[src/rtl/pe_pkg.sv]
// Shared types and fixed-point helpers for the processing-element array.
package pe_pkg;

  typedef enum logic [0:0] {
    PE_IDLE = 1'b0,
    PE_ACC  = 1'b1
  } pe_state_t;

  // Working width for rounding/accumulate arithmetic; wide enough for any
  // product plus guard bits at the supported parameter ranges.
  localparam int unsigned CALC_W = 64;

  // Clamp a signed value to the two's-complement range of `width` bits.
  function automatic logic signed [CALC_W-1:0] sat_clamp(
    input logic signed [CALC_W-1:0] value,
    input int unsigned              width
  );
    logic signed [CALC_W-1:0] hi;
    logic signed [CALC_W-1:0] lo;
    hi = (64'sd1 <<< (width - 1)) - 64'sd1;
    lo = -(64'sd1 <<< (width - 1));
    if (value > hi) return hi;
    if (value < lo) return lo;
    return value;
  endfunction

  // Half-LSB constant added before the right shift: round half up.
  function automatic logic signed [CALC_W-1:0] round_const(input int unsigned frac_w);
    return 64'sd1 <<< (frac_w - 1);
  endfunction

endpackage

[src/rtl/pe_fxp_mul.sv]
// Registered signed DATA_W x DATA_W multiplier, one cycle latency (DSP friendly).
module pe_fxp_mul #(
  parameter int unsigned DATA_W = 16
) (
  input  logic                       i_clk,
  input  logic signed [DATA_W-1:0]   i_a,
  input  logic signed [DATA_W-1:0]   i_b,
  output logic signed [2*DATA_W-1:0] o_p
);

  logic signed [2*DATA_W-1:0] r_p;

  // Full-precision product register, no reset so it packs into the DSP.
  always_ff @(posedge i_clk) begin
    r_p <= (2*DATA_W)'(i_a) * (2*DATA_W)'(i_b);
  end

  assign o_p = r_p;

endmodule

[src/rtl/pe_mac_acc.sv]
// Fixed-point MAC processing element: streams ain against a local RAM operand,
// accumulates one framed vector and emits one saturated result per vector.
module pe_mac_acc
  import pe_pkg::*;
#(
  parameter int unsigned DATA_W     = 16,
  parameter int unsigned FRAC_W     = 8,
  parameter int unsigned GUARD_W    = 8,
  parameter int unsigned L_RAM_SIZE = 6
) (
  input  logic                  aclk,
  input  logic                  areset,
  input  logic [DATA_W-1:0]     ain,
  input  logic [DATA_W-1:0]     din,
  input  logic [L_RAM_SIZE-1:0] addr,
  input  logic                  we,
  input  logic                  valid,
  input  logic                  first,
  input  logic                  last,
  output logic [DATA_W-1:0]     dout,
  output logic                  dvalid,
  output logic                  busy,
  output logic                  sat,
  output logic                  err
);

  localparam int unsigned ACC_W  = DATA_W + GUARD_W;
  localparam int unsigned PROD_W = 2 * DATA_W;
  localparam int unsigned DEPTH  = 2 ** L_RAM_SIZE;

  logic [DATA_W-1:0]        r_mem [DEPTH];
  logic signed [DATA_W-1:0] r_ram_q;
  logic signed [DATA_W-1:0] r_s0_a;
  logic                     r_s0_first, r_s0_last;
  logic                     r_s1_first, r_s1_last;
  logic [2:0]               r_vld;
  logic signed [PROD_W-1:0] w_prod;
  logic signed [ACC_W-1:0]  r_acc;
  logic [DATA_W-1:0]        r_dout;
  logic                     r_dvalid, r_sat, r_err;

  pe_state_t r_state, w_state_nxt;
  logic      w_accept, w_err_evt, w_clamp;

  logic signed [CALC_W-1:0] w_scaled, w_base, w_sum, w_acc_nxt, w_out;

  // Single-port RAM, write has priority; read data is registered (S0).
  always_ff @(posedge aclk) begin
    if (we) r_mem[addr] <= din;
    r_ram_q <= r_mem[addr];
  end

  // Control FSM: decide beat acceptance and protocol errors.
  always_comb begin
    w_state_nxt = r_state;
    w_accept    = 1'b0;
    w_err_evt   = 1'b0;
    if (valid && we) begin
      w_err_evt = 1'b1;
    end else if (valid) begin
      case (r_state)
        PE_IDLE: begin
          if (first) begin
            w_accept    = 1'b1;
            w_state_nxt = last ? PE_IDLE : PE_ACC;
          end else begin
            w_err_evt = 1'b1;
          end
        end
        PE_ACC: begin
          w_accept = 1'b1;
          if (first) w_err_evt = 1'b1;
          if (last)  w_state_nxt = PE_IDLE;
        end
        default: w_state_nxt = PE_IDLE;
      endcase
    end
  end

  // Data alignment registers travelling alongside the RAM read and product.
  always_ff @(posedge aclk) begin
    r_s0_a     <= ain;
    r_s0_first <= first;
    r_s0_last  <= last;
    r_s1_first <= r_s0_first;
    r_s1_last  <= r_s0_last;
  end

  // Pipeline valid bits S0..S2.
  always_ff @(posedge aclk) begin
    if (areset) r_vld <= '0;
    else        r_vld <= {r_vld[1:0], w_accept};
  end

  pe_fxp_mul #(.DATA_W(DATA_W)) u_mul (
    .i_clk (aclk),
    .i_a   (r_s0_a),
    .i_b   (r_ram_q),
    .o_p   (w_prod)
  );

  // S2: round/scale the product, accumulate with saturation, clamp the output.
  always_comb begin
    w_scaled = (CALC_W'(w_prod) + round_const(FRAC_W)) >>> FRAC_W;
    w_base   = CALC_W'(r_acc);
    if (r_s1_first) w_base = '0;
    w_sum     = w_base + w_scaled;
    w_acc_nxt = sat_clamp(w_sum, ACC_W);
    w_out     = sat_clamp(w_acc_nxt, DATA_W);
    w_clamp   = r_vld[1] & ((w_acc_nxt != w_sum) | (r_s1_last & (w_out != w_acc_nxt)));
  end

  // Accumulator and result registers.
  always_ff @(posedge aclk) begin
    if (areset) begin
      r_acc    <= '0;
      r_dout   <= '0;
      r_dvalid <= 1'b0;
    end else begin
      r_dvalid <= r_vld[1] & r_s1_last;
      if (r_vld[1]) begin
        r_acc <= w_acc_nxt[ACC_W-1:0];
        if (r_s1_last) r_dout <= w_out[DATA_W-1:0];
      end
    end
  end

  // State register and sticky flags; a fresh clamp wins over a clearing first.
  always_ff @(posedge aclk) begin
    if (areset) begin
      r_state <= PE_IDLE;
      r_sat   <= 1'b0;
      r_err   <= 1'b0;
    end else begin
      r_state <= w_state_nxt;
      r_err   <= r_err | w_err_evt;
      r_sat   <= w_clamp | (r_sat & ~(w_accept & first));
    end
  end

  assign dout   = r_dout;
  assign dvalid = r_dvalid;
  assign busy   = (r_state == PE_ACC) | (|r_vld);
  assign sat    = r_sat;
  assign err    = r_err;

endmodule
[config.mk]
export PLATFORM = sky130hd
export DESIGN_NAME = pe_mac_acc
export DESIGN_NICKNAME = d
export VERILOG_FILES = /design/src/rtl/pe_pkg.sv /design/src/rtl/pe_fxp_mul.sv /design/src/rtl/pe_mac_acc.sv
export SDC_FILE = /design/constraint.sdc
export NUM_CORES = 2
export LEC_CHECK = 0
export ABC_CLOCK_PERIOD_IN_PS = 11000
export BUFFER_PORTS_ARGS = -buffer_cell sky130_fd_sc_hd__buf_4
export CAP_MARGIN = 20
export CORE_MARGIN = 2
export CORE_UTILIZATION = 58
export CTS_CLUSTER_DIAMETER = 150
export CTS_CLUSTER_SIZE = 10
export DETAILED_ROUTE_END_ITERATION = 6
export MAX_ROUTING_LAYER = met4
export PLACE_DENSITY = 0.82
export SYNTH_ARGS = -nofsm -noshare
export SYNTH_HDL_FRONTEND = slang
export SYNTH_SLANG_ARGS = --single-unit
[constraint.sdc]
create_clock -name aclk -period 11 [get_ports aclk]
set_clock_uncertainty 0.05 [all_clocks]
set_input_delay 2.2 -clock aclk [delete_from_list [all_inputs] [get_ports aclk]]
set_output_delay 2.2 -clock aclk [all_outputs]
set_load 0.02 [all_outputs]
Word level (Yosys, flattened, before mapping)
Memory sizes are Yosys's and may differ from the RTL's. A register that Yosys moved wholly into a read port is not among the register bits.
Index checks and enable logic that the tools add are counted.
- input bits: 44
- register bits: 99
- memories kept: 1
- memory bits (writable): 1024
- logic and storage cells: 67
- magnitude comparators: 4
- multiply operators: 1
- bitwise logic cells: 12
- add/subtract/negate cells: 2
- muxes and demuxes: 28
- reduce and logical (&&, ||, !) cells: 4
- equal/unequal tests: 2
- memories (name ; words ; width ; rd ports ; clocked after Yosys merged registers in ; write ports ; RTL line ; text):
    r_mem ; 64 ; 16 ; 1 ; 1 ; 1 ; pe_mac_acc.sv:31 ; logic [DATA_W-1:0] r_mem [DEPTH];
- operators by type and width (cell ; number):
    2-to-1 mux 64 bit ; 9
    inequality test 64 bit ; 2
    adder 64 x 25 -> 64 bit ; 1
    greater-than comparator 64 x 16 -> 1 bit, second input constant ; 1
    greater-than comparator 64 x 24 -> 1 bit, second input constant ; 1
    less-than comparator 64 x 16 -> 1 bit, second input constant ; 1
    less-than comparator 64 x 24 -> 1 bit, second input constant ; 1
    adder 32 x 9 -> 33 bit, second input constant ; 1
    multiplier 16 x 16 -> 32 bit ; 1
    2-to-1 mux 1 bit ; 16
    case mux 1 bit (2 select lines) ; 3
    AND 1 bit ; 5
    OR 1 bit ; 4
    AND reduction 2 bit ; 2
    NOT 1 bit ; 3
    OR reduction 3 bit ; 1
    logical AND 1 bit ; 1

Logic depth before layout (Yosys ltp)
- depth in word-level cells: 17
- gate-level depth with buffers: 32
- depth with buffers taken out: 30

By module
Synthesis repeated with hierarchy kept, for this count alone.
- cells, all modules: 3746
- area total of the unflattened synthesis: 52910.7 µm²
- by module, submodules not included (module ; cells an instance ; area an instance (µm²) ; times used):
    pe_mac_acc ; 2594 ; 42315.6 ; 1
    pe_fxp_mul ; 1152 ; 10595.2 ; 1

Least setup slack after synthesis
Ideal clock, no wire load.
- path kind: reg2reg
- start: register u_mul.r_p[9], in the netlist u_mul.o_p[9]
- end: register r_dout[10], in the netlist dout[10]
- buffers on the path: 3
- data arrival time: 6.547 ns
- clock period less this slack: 6.688 ns
- path slack: 4.312 ns
- stages on the path, launching flop included: 32
- setup time: 0.091 ns
- data required time: 10.859 ns
- cells stage by stage: dfxtp_1 > and3_1 > and3_1 > nand3_1 > nor2_1 > nand3_1 > xnor2_1 > ha_1 > clkbuf_1 > o21ai_0 > o21bai_1 > o2111a_1 > o221ai_1 > and2_1 > o21ba_2 > fa_1 > nand2b_1 > nor4_1 > nand4_1 > nor2_1 > nand3_1 > ha_1 > clkbuf_1 > nor2b_1 > mux2_2 > and4bb_1 > nand4_1 > or3_1 > ha_1 > clkbuf_1 > or2_0 > a311oi_1
- word-level cells in the longest chain between the ends: 12
- elaborated cells between the ends (all ways): 18
- classes of those cells: 2 x add/sub; 4 x order compare; 12 x mux
- ends and longest elaborated chain (what ; RTL line ; text):
    from (decl) ; pe_fxp_mul.sv:11 ; logic signed [2*DATA_W-1:0] r_p;
    from (signal assigned) ; pe_fxp_mul.sv:15 ; r_p <= (2*DATA_W)'(i_a) * (2*DATA_W)'(i_b);
    adder 32 x 9 -> 33 bit * ; pe_mac_acc.sv:104 ; w_scaled = (CALC_W'(w_prod) + round_const(FRAC_W)) >>> FRAC_W;
    adder 64 x 25 -> 64 bit * ; pe_mac_acc.sv:107 ; w_sum = w_base + w_scaled;
    less-than comparator 64 x 24 -> 1 bit ; pe_pkg.sv:23 ; if (value < lo) return lo;
    2-to-1 mux 1 bit (2 in a row) ; pe_pkg.sv:23 ;
    2-to-1 mux 64 bit ; pe_pkg.sv:24 ; return value;
    2-to-1 mux 64 bit * ; pe_pkg.sv:23 ;
    less-than comparator 64 x 16 -> 1 bit ; pe_pkg.sv:23 ;
    2-to-1 mux 1 bit (2 in a row) ; pe_pkg.sv:23 ;
    2-to-1 mux 64 bit ; pe_pkg.sv:24 ;
    2-to-1 mux 64 bit * ; pe_pkg.sv:23 ;
    to (signal assigned) ; pe_mac_acc.sv:123 ; if (r_s1_last) r_dout <= w_out[DATA_W-1:0];
    to (decl) ; pe_mac_acc.sv:39 ; logic [DATA_W-1:0] r_dout;
Mark *: on every way between the ends. The rest lies on a longest branch, timed or not. The select of a mux whose other input is x is not followed.
A chain may end at the register's enable or synchronous reset.

Worst setup path in the final report
- start: register u_mul.r_p[9], in the netlist u_mul.o_p[9]
- end: register r_sat, in the netlist sat
- word-level cells in the longest chain between the ends: 17
- elaborated cells between the ends (all ways): 24
- classes of those cells: 2 x add/sub; 4 x order compare; 2 x eq/ne; 12 x mux; 4 x bitwise
- ends and longest elaborated chain (what ; RTL line ; text):
    adder 32 x 9 -> 33 bit * ; pe_mac_acc.sv:104 ;
    adder 64 x 25 -> 64 bit * ; pe_mac_acc.sv:107 ;
    less-than comparator 64 x 24 -> 1 bit ; pe_pkg.sv:23 ;
    2-to-1 mux 1 bit (2 in a row) ; pe_pkg.sv:23 ;
    2-to-1 mux 64 bit ; pe_pkg.sv:24 ;
    2-to-1 mux 64 bit ; pe_pkg.sv:23 ;
    less-than comparator 64 x 16 -> 1 bit ; pe_pkg.sv:23 ;
    2-to-1 mux 1 bit (2 in a row) ; pe_pkg.sv:23 ;
    2-to-1 mux 64 bit ; pe_pkg.sv:24 ;
    2-to-1 mux 64 bit ; pe_pkg.sv:23 ;
    inequality test 64 bit ; pe_mac_acc.sv:110 ; w_clamp = r_vld[1] & ((w_acc_nxt != w_sum) | (r_s1_last & (w_out != w_acc_nxt)));
    AND 1 bit ; pe_mac_acc.sv:110 ;
    OR 1 bit * ; pe_mac_acc.sv:110 ;
    AND 1 bit * ; pe_mac_acc.sv:110 ;
    OR 1 bit * ; pe_mac_acc.sv:137 ; r_sat <= w_clamp | (r_sat & ~(w_accept & first));
    to (signal assigned) ; pe_mac_acc.sv:137 ;
    to (decl) ; pe_mac_acc.sv:40 ; logic r_dvalid, r_sat, r_err;
Marked as above.

==> impl_metrics.yaml <==
final_layout:
  layout-area-overhead-vs-synth_pct: 10.97
  finish.net_count: 4141
  nFillCells: 5856
  post_route_cells_drive_above_1_share: 0.08871
clock_tree:
  tritoncts: "built"
  cts_buffer_depth: 3
  ctsRootBufferMaster: "sky130_fd_sc_hd__clkbuf_16"
  postCtsSetupRepairBufs: 0
  postCtsHoldBufs: 0
  cts.repair.resized: 0
  cts_inserted_buffers: 131
  cts.reportedPaths.clkPinSlew_ns: 0.07
  cts.sink_count: 1132
  cts_max_level: 4
  clock_latency_ns: 0.73
yosys:
  postSynthCellCount: 3627
  post_synth_num_cell_types: 76
  synth_enable_flop_cells: 1024
  synth_sequential_area_ratio: 0.6324
  synth.yosys.warnings: 0
  synth.net_count: 4049
  synth_area_per_cell_um2: 14.35
  ys_seq_elements: 1132
  synth.cell_area_um2: 52040
  asyncSetResetFlopFracSynth: 0
  yosys_most_used_dff: "sky130_fd_sc_hd__edfxtp_1"
power:
  seq_power_share: 0.318
  totalPowerFinal_w: 0.01580
  power.switching_fraction: 0.3591
  max_rail_drop_vdd_uv: 654.9
  power.internal_w: 0.01013
  power.clock.fraction: 0.246
  static_leakage_nw: 20.20
  power_density_nw_per_um2: 273.7
  p_switching_w: 0.005675
  power_frac_comb: 0.435
global_routing:
  global_route.overflow_total: 0
  pin_count_of_the_biggest_net_entering_global_routing: 130
  grt.met2_usage: 0.4760
  use_met1: 0.3745
  grt_usage: 0.3053
  initial_antenna_violation_count: 3
  grt_use_met3: 0.06868
  first_global_vias: 33410
  grt_busiest_layer: "met2"
  grt_pass1_wl_um: 201900
floorplanning:
  vertical_die_dimension_um: 303.6
  floorplan.die_area_um2: 92140
  initial_utilization: 0.5871
  io_pins: 64
  std_cell_rows: 109
  die_width_um: 303.6
  coreArea_um2: 88650
run:
  drv_cap: 0
drt:
  drt_first_iter_violations: 4607
  drcViolationCount: 0
  postRouteWirelength_um: 134700
  detail_route.first_pass.iterations: 7
  routedWlPerCell_um: 27.36
  dr_total_vias: 32860
  drtAntennaViolNets: 0
  via_per_inst: 6.677
timing:
  timing.final.crit_share: 0.7196
  worst_slew_margin: 0.1969
  grt_setup_unrepaired: "false"
  final.setup.tns_ns: 0
  setup_ws_ns: 3.085
  worst-slew-pin-transition_ns: 1.194
  period_minus_slack_ns: 7.915
  number_of_max_slew_violations_in_the_final_report: 0
  timing.fmax_ghz: 0.1263
  finalSetupViolCount: 0
  final-hold-violation-count: 0
critical_path:
  timing.critical_path.from: "u_mul.o_p[9]$_DFF_P_"
  timing.rr.start: "u_mul.o_p[9]$_DFF_P_"
  timing.critical_path.required_ns: 11.50
  cp_top_family: "simple AND/OR/NAND/NOR gates"
  worst-path-max-fanout: 18
  crit_path_top_delay_cell: "sky130_fd_sc_hd__ha_1"
  worst_path_largest_cell_delay_ns: 0.54
  critical_path_arrival_ns: 8.42
  crit_path_end_kind: "register"
  worstSetupStartpointType: "register"
  worstSetupPathType: "reg2reg"
  cp.buffers_inverters: 0
place:
  placer_congestion: 0.9054
  place.port_buffers: 63
  hpwl_reported_at_the_end_of_detailed_placement_um: 76120
  pre_cts_slack_ns: 3.316
outcome:
  outcome: "finished clean"
min_path:
  worst_hold_path_type: "reg2reg"
  hp-start: "r_s0_last$_DFF_P_"
-- cell usage after synthesis, types with 3 or more instances --
cell type / n / area, um2
sky130_fd_sc_hd__a22oi_1: 288 / 2162
sky130_fd_sc_hd__nor4_1: 32 / 200.2
sky130_fd_sc_hd__nor3_1: 12 / 60.06
sky130_fd_sc_hd__fa_1: 270 / 5405
sky130_fd_sc_hd__a221oi_1: 113 / 989.7
sky130_fd_sc_hd__nand3_1: 27 / 135.1
sky130_fd_sc_hd__xnor2_1: 51 / 446.7
sky130_fd_sc_hd__and3_1: 12 / 75.07
sky130_fd_sc_hd__and2_1: 106 / 663.1
sky130_fd_sc_hd__o21a_1: 9 / 67.56
sky130_fd_sc_hd__nand2_1: 208 / 780.8
sky130_fd_sc_hd__ha_1: 108 / 1351
sky130_fd_sc_hd__o22ai_1: 3 / 18.77
sky130_fd_sc_hd__dfxtp_1: 108 / 2162
sky130_fd_sc_hd__nor2_1: 160 / 600.6
sky130_fd_sc_hd__a21oi_1: 65 / 325.3
sky130_fd_sc_hd__or2_1: 3 / 18.77
sky130_fd_sc_hd__or2_2: 7 / 43.79
sky130_fd_sc_hd__nor2b_1: 35 / 219.0
sky130_fd_sc_hd__clkbuf_1: 158 / 593.1
sky130_fd_sc_hd__inv_1: 300 / 1126
sky130_fd_sc_hd__edfxtp_1: 1024 / 30750
sky130_fd_sc_hd__nand4_1: 31 / 193.9
sky130_fd_sc_hd__a22o_1: 112 / 980.9
sky130_fd_sc_hd__o211ai_1: 4 / 30.03
sky130_fd_sc_hd__o21ba_2: 4 / 40.04
sky130_fd_sc_hd__a311oi_1: 21 / 183.9
sky130_fd_sc_hd__nand2b_1: 22 / 137.6
sky130_fd_sc_hd__buf_2: 4 / 20.02
sky130_fd_sc_hd__or3_1: 5 / 31.28
sky130_fd_sc_hd__a31oi_1: 119 / 744.5
sky130_fd_sc_hd__a211o_1: 4 / 35.03
sky130_fd_sc_hd__nor3b_1: 10 / 75.07
sky130_fd_sc_hd__or2_0: 10 / 62.56
sky130_fd_sc_hd__o21ai_0: 26 / 130.1
sky130_fd_sc_hd__a211oi_1: 27 / 202.7
sky130_fd_sc_hd__o2111ai_1: 3 / 26.28
sky130_fd_sc_hd__buf_1: 31 / 116.4
sky130_fd_sc_hd__nand3b_1: 5 / 37.54
sky130_fd_sc_hd__a21o_1: 15 / 112.6
sky130_fd_sc_hd__o21ai_1: 3 / 15.01
sky130_fd_sc_hd__o21bai_1: 5 / 37.54
sky130_fd_sc_hd__or4_1: 3 / 22.52
sky130_fd_sc_hd__nor4bb_1: 3 / 30.03
sky130_fd_sc_hd__xor2_1: 19 / 166.4
-- metrics by stage --
step | util | hold slack [ns] | std cells | instance area, um2
detailed placement | 0.6091 | 0.2621 | 4749 | 53990
finish | 0.6515 | 0.2738 | 4922 | 57750
floorplan | - | 0.2596 | 3627 | 52040
global placement | 0.6091 | 0.2624 | 4749 | 53990
global route | 0.6515 | 0.2859 | 4922 | 57750
CTS | 0.6512 | 0.2740 | 4917 | 57730
-- registers in the layout, indices dropped and copies added (netlist names) --
name,cells
dout,16
err,1
r_s1_last,1
r_s0_first,1
dvalid,1
r_s0_last,1
r_s0_a,16
r_state,1
sat,1
u_mul.o_p,25
r_s1_first,1
r_acc,24
r_ram_q,16
r_mem,1024
r_vld,3
-- cell type report --
| type | instances | area (um2) | share of cell area |
|---|---|---|---|
| multi-input combinational | 2000 | 17290 | 0.2994 |
| clock buffer | 152 | 3357 | 0.05813 |
| tap | 1165 | 1458 | 0.02524 |
| timing repair buffer | 154 | 1220 | 0.02112 |
| sequential | 1132 | 32910 | 0.5699 |
| inverter | 300 | 1126 | 0.01950 |
| clock inverter | 16 | 380.4 | 0.006586 |
| antenna | 3 | 7.507 | 0.0001300 |
-- worst reg2reg max path, delay by kind of cell (launching register included) --
kind | cells | cell delay, ns
adder cells (fa/ha/maj) | 4 | 1.85
AND/OR/NAND/NOR | 15 | 3.11
AO/OA/AOI/OAI | 8 | 1.98
flip-flops | 1 | 0.38
multiplexers | 1 | 0.20
XOR/XNOR | 1 | 0.15
-- layer usage --
layer  part of all wire  up-vias  routed length, um
li1                   -    13760                  -
met1               0.34    16210              46320
met2               0.48     2445              64610
met3               0.12      453              16320
met4              0.055        0               7412
met5                  0        -                  0
-- cells in the final DEF, fill, tap and decap left out, types with 5 or more instances in the layout --
| cell type | Yosys | final |
|---|---|---|
| sky130_fd_sc_hd__a211oi_1 | 27 | 27 |
| sky130_fd_sc_hd__a21o_1 | 15 | 15 |
| sky130_fd_sc_hd__a21oi_1 | 65 | 65 |
| sky130_fd_sc_hd__a221oi_1 | 113 | 113 |
| sky130_fd_sc_hd__a22o_1 | 112 | 112 |
| sky130_fd_sc_hd__a22oi_1 | 288 | 288 |
| sky130_fd_sc_hd__a311oi_1 | 21 | 21 |
| sky130_fd_sc_hd__a31oi_1 | 119 | 119 |
| sky130_fd_sc_hd__and2_1 | 106 | 106 |
| sky130_fd_sc_hd__and3_1 | 12 | 11 |
| sky130_fd_sc_hd__buf_12 | 0 | 5 |
| sky130_fd_sc_hd__buf_4 | 0 | 147 |
| sky130_fd_sc_hd__clkbuf_1 | 158 | 21 |
| sky130_fd_sc_hd__clkbuf_16 | 0 | 131 |
| sky130_fd_sc_hd__clkinv_16 | 0 | 9 |
| sky130_fd_sc_hd__dfxtp_1 | 108 | 108 |
| sky130_fd_sc_hd__edfxtp_1 | 1024 | 1024 |
| sky130_fd_sc_hd__fa_1 | 270 | 270 |
| sky130_fd_sc_hd__ha_1 | 108 | 108 |
| sky130_fd_sc_hd__inv_1 | 300 | 300 |
| sky130_fd_sc_hd__nand2_1 | 208 | 208 |
| sky130_fd_sc_hd__nand2b_1 | 22 | 22 |
| sky130_fd_sc_hd__nand3_1 | 27 | 27 |
| sky130_fd_sc_hd__nand3b_1 | 5 | 5 |
| sky130_fd_sc_hd__nand4_1 | 31 | 31 |
| sky130_fd_sc_hd__nor2_1 | 160 | 159 |
| sky130_fd_sc_hd__nor2b_1 | 35 | 35 |
| sky130_fd_sc_hd__nor3_1 | 12 | 11 |
| sky130_fd_sc_hd__nor3b_1 | 10 | 7 |
| sky130_fd_sc_hd__nor4_1 | 32 | 32 |
| sky130_fd_sc_hd__o21a_1 | 9 | 9 |
| sky130_fd_sc_hd__o21ai_0 | 26 | 26 |
| sky130_fd_sc_hd__o21bai_1 | 5 | 5 |
| sky130_fd_sc_hd__or2_0 | 10 | 10 |
| sky130_fd_sc_hd__or2_2 | 7 | 7 |
| sky130_fd_sc_hd__or3_1 | 5 | 5 |
| sky130_fd_sc_hd__xnor2_1 | 51 | 51 |
| sky130_fd_sc_hd__xor2_1 | 19 | 19 |
-- power groups by stage --
stage | Sequential [W] | Clock, W | Combinational (W)
floorplan | 0.00505 | 0 | 0.00544
global placement | 0.00510 | 0 | 0.00671
detailed placement | 0.00511 | 0 | 0.00688
CTS | 0.00503 | 0.00392 | 0.00694
global route | 0.00504 | 0.00408 | 0.00790
finish | 0.00503 | 0.00389 | 0.00688
-- path summary, 6_finish.rpt --
kind / cells past startpoint / slack (ns) / to
max: 29 / 3.08 / sat$_SDFF_PP0_
min: 0 / 0.27 / r_s1_last$_DFF_P_
max reg2reg: 29 / 3.08 / sat$_SDFF_PP0_
min reg2reg: 0 / 0.27 / r_s1_last$_DFF_P_
-- logic make-up (layout without fill, tap and decap cells) --
logic type,Yosys count,after routing,synth area share
flip-flops,1132,1132,0.6324
other,0,3,0
buffers and inverters,495,622,0.03609
multiplexers,2,2,0.0004087
adder cells (fa/ha/maj),378,378,0.1298
AO/OA/AOI/OAI,844,844,0.1218
AND/OR/NAND/NOR,706,706,0.06773
XOR/XNOR,70,70,0.01178
Note: power is estimated with default switching activity, not from simulation.
